`config.mk`:
```
export PLATFORM = sky130hd
export DESIGN_NAME = mips_control_fsm
export DESIGN_NICKNAME = d
export VERILOG_FILES = /design/src/rtl/mips_ctrl_pkg.sv /design/src/rtl/mips_ctrl_decode.sv /design/src/rtl/mips_control_fsm.sv
export SDC_FILE = /design/constraint.sdc
export NUM_CORES = 1
export LEC_CHECK = 0
export CAP_MARGIN = 10
export CORE_MARGIN = 3
export CORE_UTILIZATION = 25
export DETAILED_ROUTE_END_ITERATION = 7
export SETUP_SLACK_MARGIN = 0.2
export SYNTH_ARGS = -nofsm -noshare
export SYNTH_HDL_FRONTEND = slang
export SYNTH_HIERARCHICAL = 1
export SYNTH_SLANG_ARGS = --single-unit
```
`constraint.sdc`:
```
create_clock -name clock -period 2.4 [get_ports clock]
set_input_delay 0.6 -clock clock [delete_from_list [all_inputs] [get_ports clock]]
set_output_delay 0.6 -clock clock [all_outputs]
set_load 0.02 [all_outputs]
```
`src/rtl/mips_ctrl_pkg.sv`:
```
// Shared definitions for the multicycle MIPS main controller: state encodings,
// opcodes, ALU operation codes and the bundle of data-path controls.
package mips_ctrl_pkg;

  typedef enum logic [3:0] {
    S_FETCH     = 4'd0,
    S_DECODE    = 4'd1,
    S_MEM_ADDR  = 4'd2,
    S_MEM_READ  = 4'd3,
    S_MEM_WB    = 4'd4,
    S_MEM_WRITE = 4'd5,
    S_EXECUTE   = 4'd6,
    S_ALU_WB    = 4'd7,
    S_BRANCH    = 4'd8,
    S_JUMP      = 4'd9,
    S_ADDI_EXEC = 4'd10,
    S_ADDI_WB   = 4'd11
  } state_t;

  localparam logic [5:0] OP_RTYPE = 6'b000000;
  localparam logic [5:0] OP_LW    = 6'b100011;
  localparam logic [5:0] OP_SW    = 6'b101011;
  localparam logic [5:0] OP_BEQ   = 6'b000100;
  localparam logic [5:0] OP_J     = 6'b000010;
  localparam logic [5:0] OP_ADDI  = 6'b001000;

  localparam logic [1:0] ALU_ADD   = 2'b00;
  localparam logic [1:0] ALU_SUB   = 2'b01;
  localparam logic [1:0] ALU_FUNCT = 2'b10;

  localparam logic [1:0] SRCB_REG  = 2'b00;
  localparam logic [1:0] SRCB_FOUR = 2'b01;
  localparam logic [1:0] SRCB_IMM  = 2'b10;
  localparam logic [1:0] SRCB_BOFF = 2'b11;

  localparam logic [1:0] PCSRC_ALU    = 2'b00;
  localparam logic [1:0] PCSRC_ALUOUT = 2'b01;
  localparam logic [1:0] PCSRC_JUMP   = 2'b10;

  typedef struct packed {
    logic       pc_write;
    logic       pc_write_cond;
    logic       iord;
    logic       mem_read;
    logic       mem_write;
    logic       ir_write;
    logic       mem_to_reg;
    logic       reg_dst;
    logic       reg_write;
    logic       alu_src_a;
    logic [1:0] alu_src_b;
    logic [1:0] alu_op;
    logic [1:0] pc_src;
  } ctrl_t;

endpackage

```
`src/rtl/mips_ctrl_decode.sv`:
```
// Moore output decode: maps the controller state (plus MemReady in FETCH)
// to the data-path controls. Purely combinational.
module mips_ctrl_decode
  import mips_ctrl_pkg::*;
(
  input  logic [3:0] state,
  input  logic       mem_ready,
  output ctrl_t      ctrl
);

  always_comb begin
    ctrl = '0;
    case (state_t'(state))
      S_FETCH: begin
        ctrl.mem_read  = 1'b1;
        ctrl.alu_src_b = SRCB_FOUR;
        ctrl.alu_op    = ALU_ADD;
        ctrl.pc_src    = PCSRC_ALU;
        // PC+4 and the instruction are only captured once memory delivers
        ctrl.ir_write  = mem_ready;
        ctrl.pc_write  = mem_ready;
      end
      S_DECODE: begin
        ctrl.alu_src_b = SRCB_BOFF;
        ctrl.alu_op    = ALU_ADD;
      end
      S_MEM_ADDR, S_ADDI_EXEC: begin
        ctrl.alu_src_a = 1'b1;
        ctrl.alu_src_b = SRCB_IMM;
        ctrl.alu_op    = ALU_ADD;
      end
      S_MEM_READ: begin
        ctrl.mem_read = 1'b1;
        ctrl.iord     = 1'b1;
      end
      S_MEM_WB: begin
        ctrl.mem_to_reg = 1'b1;
        ctrl.reg_write  = 1'b1;
      end
      S_MEM_WRITE: begin
        ctrl.mem_write = 1'b1;
        ctrl.iord      = 1'b1;
      end
      S_EXECUTE: begin
        ctrl.alu_src_a = 1'b1;
        ctrl.alu_src_b = SRCB_REG;
        ctrl.alu_op    = ALU_FUNCT;
      end
      S_ALU_WB: begin
        ctrl.reg_dst   = 1'b1;
        ctrl.reg_write = 1'b1;
      end
      S_BRANCH: begin
        ctrl.alu_src_a     = 1'b1;
        ctrl.alu_src_b     = SRCB_REG;
        ctrl.alu_op        = ALU_SUB;
        ctrl.pc_write_cond = 1'b1;
        ctrl.pc_src        = PCSRC_ALUOUT;
      end
      S_JUMP: begin
        ctrl.pc_write = 1'b1;
        ctrl.pc_src   = PCSRC_JUMP;
      end
      S_ADDI_WB: begin
        ctrl.reg_write = 1'b1;
      end
      default: ctrl = '0;
    endcase
  end

endmodule

```
`src/rtl/mips_control_fsm.sv`:
```
// Multicycle MIPS main controller: state register, next-state logic and
// reset gating of the write/request enables. Output decode lives in mips_ctrl_decode.
module mips_control_fsm
  import mips_ctrl_pkg::*;
(
  input  logic       clock,
  input  logic       reset,
  input  logic [5:0] Op,
  input  logic       MemReady,
  output logic       PCWrite,
  output logic       PCWriteCond,
  output logic       IorD,
  output logic       MemRead,
  output logic       MemWrite,
  output logic       IRWrite,
  output logic       MemtoReg,
  output logic       RegDst,
  output logic       RegWrite,
  output logic       ALUSrcA,
  output logic [1:0] ALUSrcB,
  output logic [1:0] ALUOp,
  output logic [1:0] PCSrc,
  output logic       IllegalOp,
  output logic [3:0] State
);

  state_t     state;
  state_t     next_state;
  logic       illegal;
  logic [3:0] dec_state;
  ctrl_t      ctrl;

  always_ff @(posedge clock) begin
    if (!reset) state <= S_FETCH;
    else        state <= next_state;
  end

  always_comb begin
    next_state = S_FETCH;
    illegal    = 1'b0;
    case (state)
      S_FETCH:     next_state = MemReady ? S_DECODE : S_FETCH;
      S_DECODE: begin
        case (Op)
          OP_LW, OP_SW: next_state = S_MEM_ADDR;
          OP_RTYPE:     next_state = S_EXECUTE;
          OP_BEQ:       next_state = S_BRANCH;
          OP_J:         next_state = S_JUMP;
          OP_ADDI:      next_state = S_ADDI_EXEC;
          default: begin
            next_state = S_FETCH;
            illegal    = 1'b1;
          end
        endcase
      end
      S_MEM_ADDR:  next_state = (Op == OP_LW) ? S_MEM_READ : S_MEM_WRITE;
      S_MEM_READ:  next_state = MemReady ? S_MEM_WB : S_MEM_READ;
      S_MEM_WRITE: next_state = MemReady ? S_FETCH : S_MEM_WRITE;
      S_EXECUTE:   next_state = S_ALU_WB;
      S_ADDI_EXEC: next_state = S_ADDI_WB;
      default:     next_state = S_FETCH;
    endcase
  end

  // While reset is held the selects already show FETCH values, even before the edge lands
  assign dec_state = reset ? state : S_FETCH;

  mips_ctrl_decode u_decode (
    .state     (dec_state),
    .mem_ready (MemReady),
    .ctrl      (ctrl)
  );

  always_comb begin
    PCWrite     = ctrl.pc_write      & reset;
    PCWriteCond = ctrl.pc_write_cond & reset;
    MemRead     = ctrl.mem_read      & reset;
    MemWrite    = ctrl.mem_write     & reset;
    IRWrite     = ctrl.ir_write      & reset;
    RegWrite    = ctrl.reg_write     & reset;
    IllegalOp   = illegal            & reset;
    IorD        = ctrl.iord;
    MemtoReg    = ctrl.mem_to_reg;
    RegDst      = ctrl.reg_dst;
    ALUSrcA     = ctrl.alu_src_a;
    ALUSrcB     = ctrl.alu_src_b;
    ALUOp       = ctrl.alu_op;
    PCSrc       = ctrl.pc_src;
    State       = state;
  end

endmodule

```
==> results.md <==
- CTS tree: built
- 1st-pass router iterations: 4
- Row count: 18
- Num ports: 30
- Pin count of the biggest net entering global routing: 15
- Worst-Skew Late Latency: 230 ps
- Worst Path Buf+Inv: 3
- Detail Route Antenna Nets: 0
- Synthesis-to-finish area growth: 109%
- Family with the most delay on the worst path: simple AND/OR/NAND/NOR gates
- Fin crit share: 0.965
- CTS Buf Count: 3
- Detailed Route Iter0 Violations: 16
- Post-synth EDFFs: 0
- Wire length of the first global-routing pass: 4260 µm
- GPL Wtd Cong: 0.872
- Die Area: 3360 µm²
- Fin area: 1410 µm²
- Total GRT Usage: 0.157
- Startpoint types: input pin
- Critical Path, Cell by Cell: buf_8 -> and2_4 -> buf_4 -> nor4_1 -> and2_1 -> and2_4 -> buf_6
- PD cells: 196 nW/µm²
- Max-cap violations: 0
- Mapped Area: 674 µm²
- Syn. warnings: 6
- Share of layout cells above drive strength 1: 0.607
- Most used cell, CP: and2_4
- CP Class: input pin to output port
- Port bufs: 29
- Leakage power: 0.000609 µW
- Status: finished, final reports clean
- Fin. Hold Viols: 0
- Post-detail-place hpwl: 1730 µm
- Flops & latches, synth: 4
- Clk pin slew, worst setup/hold paths: 40 ps
- RSZ-0062 raised after global routing: yes
- Crit path DAT: 1720 ps
- Seq/Total Area, Yosys: 0.119
- Syn Nets: 105
- Dpl cell area: 1220 µm²
- Ant. Diodes: 0
- Sink Count: 4
- Vias: 982
- Crit path required time: 1800 ps
- Netlist cell types: 37
- Routed WL: 2380 µm
- Placed instance count: 175
- Max incr delay on CP: 290 ps
- Post-layout nets: 174
- Die Height: 57.9 µm
- Width of the die: 57.9 µm
- Gate Count Post-Synth: 96
- Routed WL per cell: 12.4 µm
- Setup violators final: 0
- Fin cells: 193
- Ys async rst share: 0
- Maximum VDD drop: 0.134 mV
- Least-Margin Pin Slew: 341 ps
- Maximum buffer depth of the clock tree: 2
- Initial antenna violation count: 0
- Time the worst path needs with I/O delays and setup: 2320 ps
- Total negative setup slack: 0 ps
- Hold slack: 696 ps
- Core area: 2520 µm²
- Vias in the first global route: 971
- Crit path max-delay cell type: nor4_1
- CP Capture Type: output port
- Relative slew slack: 0.770
- Hold crit path type: flip-flop to flip-flop
- Avg Cell Area, Syn: 7.02 µm²
- Starting density of the core: 0.267
- Number of flip-flops in the largest register: 4
- Vias/cell: 5.09
- Count of pins over their slew limit: 0
- F_max: 0.432 GHz
- Clock Root Buffer: clkbuf_4
- Synth Flop Type: dfxtp_1
- Clk_skew: 3.43 ps
- Worst-path maximum fanout: 6
- Remaining DRCs: 0
- H-tree depth: 1
- Gr ovfl total: 0
tightest hold or removal path: cells and delay by family, from the launching register on:
kind / cells / cell delay (ps)
DFF: 1 / 330
buffers and inverters: 1 / 200
AOI/OAI and AO/OA: 1 / 140
final cells by class:
type | instances | area, µm²
multi-input combinational | 83 | 666
timing repair buffer | 73 | 601
clock buffer | 3 | 22.5
tap | 30 | 37.5
sequential | 4 | 80.1
fill | 247 | 1120
stage by stage:
| stage | setup WS, ps | power, µW | utilization |
|---|---|---|---|
| after global placement | -811 | 173 | 0.484 |
| final | 83.8 | 276 | 0.558 |
| after floorplan | 53.8 | 116 | - |
| after CTS | 81.1 | 269 | 0.511 |
| after detailed placement | -839 | 175 | 0.484 |
| after global routing | 58.9 | 301 | 0.558 |
final timing paths:
path / startpoint / slack (ps) / endpoint / cells past startpoint
worst min-delay path: State[3] / 700 / State[3] / 2
worst max register to register: State[1] / 890 / State[2] / 5
worst min register to register: State[3] / 700 / State[3] / 2
worst max-delay path: reset / 80 / IRWrite / 7
power by group:
part	internal (µW)	leakage [µW]	switching, µW
sequential	68.3	0.0000325	0.783
clock	55.9	0.0000138	26.7
combinational	68.4	0.000562	56.0
per-layer routing:
layer / up-vias / track usage / wire [µm]
met5: - / 0 / 0
met4: 0 / 0.0629 / 40
met3: 8 / 0.0312 / 157
met2: 39 / 0.273 / 1260
met1: 447 / 0.189 / 923
li1: 488 / - / -
logic make-up after synthesis:
group,Yosys count,share of synthesized area
AOI/OAI and AO/OA,23,0.208
DFF,4,0.119
buffers and inverters,9,0.0779
xor gates and xnor gates,3,0.0390
and+or+nand+nor,57,0.557
cell usage after synthesis, types with 3 or more instances:
master,n,area share
and2_1,11,0.10
a21oi_1,9,0.067
nor3_1,8,0.059
nand2b_1,7,0.065
nor2_1,6,0.033
dfxtp_1,4,0.12
nand2_1,4,0.022
nor3b_1,4,0.045
o21ai_0,4,0.030
buf_2,3,0.022
clkbuf_1,3,0.017
nor4_1,3,0.028
cells in the final DEF, fill, tap and decap left out, types with 3 or more instances in the layout:
master,Yosys,layout
a21oi_1,9,7
and2_1,11,4
and2_4,0,6
buf_2,3,7
buf_4,2,48
buf_6,1,9
clkbuf_4,0,3
clkdlybuf4s50_1,0,4
dfxtp_1,4,4
nand2_1,4,4
nand2b_1,7,5
nor2_1,6,6
nor3_1,8,3
nor3_2,0,3
o21ai_1,1,3
what timing repair did:
| action | CTS | global route |
|---|---|---|
| setup endpoints to repair | 17 | 15 |
| hold endpoints to repair | 0 | 0 |
| setup buffers | 9 | 6 |
| hold buffers | 0 | 0 |
| pin swaps | 17 | 15 |
| resized for setup | 119 | 29 |
(Power assumes the default switching activity.)
==> edit: new RTL, config.mk and constraints unchanged <==
Reset style: asynchronous (`reset`), changed in one clocked block.
--- a/src/rtl/mips_control_fsm.sv
+++ b/src/rtl/mips_control_fsm.sv
@@ -32,3 +32,3 @@
 
-  always_ff @(posedge clock) begin
+  always_ff @(posedge clock or negedge reset) begin
     if (!reset) state <= S_FETCH;
Check against the original RTL: differs if reset is asserted again (counterexample within 4 cycles, from zero or initial values and one cycle with reset low); with reset held inactive, the same outputs for 10 cycles.
==> edit against the original RTL <==
Combinational power rose by 56%; setup slack gained 0.029 ns; synthesized area increased by 0.74%; sequential share of layout area rose by 2.3 points; largest cell class unchanged; register-to-register slack improved by 0.12 ns; largest power group unchanged; sequential cell count did not move; routed wire length is 11% lower; critical path type unchanged; via count shrank 15%; total power grew 27%; final area shrank 11%.
==> edit: results (changes against the original RTL) <==
.. list-table::
   :header-rows: 1

   * - Metric
     - Value
   * - Result of the run
     - completed
   * - Share of final-layout standard cells stronger than drive strength 1
     - 56.30% (-4.4 points)
   * - Wl on met1
     - 846 µm (-8.3%)
   * - Final cell count without fillers
     - 165 (-15%)
   * - Average wire per cell in the routed design
     - 12.93 µm (+4.7%)
   * - Multi-input combinational area share
     - 50.95% (+3.6 points)
   * - Total non-filler cell area in the finished layout
     - 0.001250 mm² (-11%)
   * - Commonest cells in the netlist
     - sky130_fd_sc_hd__and2_1 (11), sky130_fd_sc_hd__nor3_1 (9), sky130_fd_sc_hd__nand2b_1 (7), sky130_fd_sc_hd__dfrtp_1 (4), sky130_fd_sc_hd__nor3b_1 (4)
   * - Power spent charging and discharging nets
     - 0.1194 mW (+43%)
   * - Starting DRC count in detailed routing
     - 9 (-7)
   * - Layout filler cell count
     - 252 (+2.0%)
   * - Global router's overall resource usage
     - 12.80% (-2.9 points)
   * - Wire length of the first global-routing pass
     - 3463 µm (-19%)
   * - Peak fanout along the critical path
     - 4 (-2)
   * - # placed instances
     - 157 (-10%)
   * - Clock latency at the later pin of the worst-skew pair
     - 0.24 ns
   * - Slew headroom
     - 82.78% (+5.8 points)
   * - Share of synthesized flip-flops with an asynchronous set or reset
     - 100.0% (+100 points)
   * - Worst Setup Slack post-DPL
     - -0.8303 ns (+0.008661 ns)
   * - Global Route met1 Usage
     - 14.90% (-4.0 points)
   * - Met2 wirelength from detailed routing
     - 1127 µm (-11%)
   * - Xor/xnor cell area share of the yosys netlist
     - 3.867% (-0.029 points)
   * - Number of ordinary and repair buffers in the finished layout
     - 55 (-25%)
   * - M2 GR Usage
     - 24.03% (-3.2 points)
   * - Detailed-route via count
     - 835 (-15%)
   * - Data arrival at the endpoint of the critical path
     - 1.69 ns (-0.03 ns)
   * - Post-layout nets
     - 146 (-16%)
   * - Net Count, Synth
     - 95 (-9.5%)
   * - Leakage component of the power
     - 0.5311 nW (-13%)
   * - WL met3
     - 158 µm (+0.64%)
   * - Seq/Total Area, Yosys
     - 14.73% (+2.9 points)
   * - Met3 usage in global routing
     - 1.559% (-1.6 points)
   * - Final-layout non-clock buffer area share
     - 36.24% (-6.5 points)
   * - Vias in the first global route
     - 810 (-17%)
   * - Total placed instance area
     - 0.001135 mm² (-7.1%)
   * - Area fraction in compound gates after synthesis
     - 21.18% (+0.40 points)
   * - Uppermost routed layer
     - met3
   * - Post-CTS resize count
     - 110 (-7.6%)
   * - Layout multi-input combinational cell count
     - 73 (-12%)
   * - Clk tree area frac
     - 1.802% (+0.20 points)
   * - Most common flop cell mapped by yosys
     - sky130_fd_sc_hd__dfrtp_1
   * - Post-CTS setup buffers
     - 3 (-6)
   * - Hold Path Class
     - input port to async pin
   * - Worst IR drop on VDD
     - 0.1737 mV (+30%)
   * - Share of cell area taken by flip-flops and latches
     - 8.008% (+2.3 points)
[edit: final timing paths]
check	slack, ns	start	endpoint	cells past startpoint
hold reg to reg	0.69	State[1]	State[0]	2
min in group clock	0.69	State[1]	State[0]	2
setup reg to reg	1.01	State[0]	State[2]	5
setup / recovery	0.11	reset	PCWrite	6
hold / removal	0.25	reset	State[0]	2
max in group asynchronous	2.05	reset	State[1]	2
[edit: power by group through the flow]
stage                     clock network, mW  registers [mW]  logic (mW)
final                                0.0839          0.0737       0.193
after global routing                 0.0951          0.0746       0.207
after CTS                            0.0902          0.0738       0.179
after detailed placement                  0          0.0743       0.169
after global placement                    0          0.0743       0.167
after floorplan                           0          0.0826      0.0883
[edit: worst max-delay path: stages]
cell	delay, ns
sky130_fd_sc_hd__buf_8	0.10
sky130_fd_sc_hd__and2_4	0.14
sky130_fd_sc_hd__or3b_4	0.39
sky130_fd_sc_hd__a211oi_2	0.18
sky130_fd_sc_hd__and2_4	0.17
sky130_fd_sc_hd__buf_6	0.11
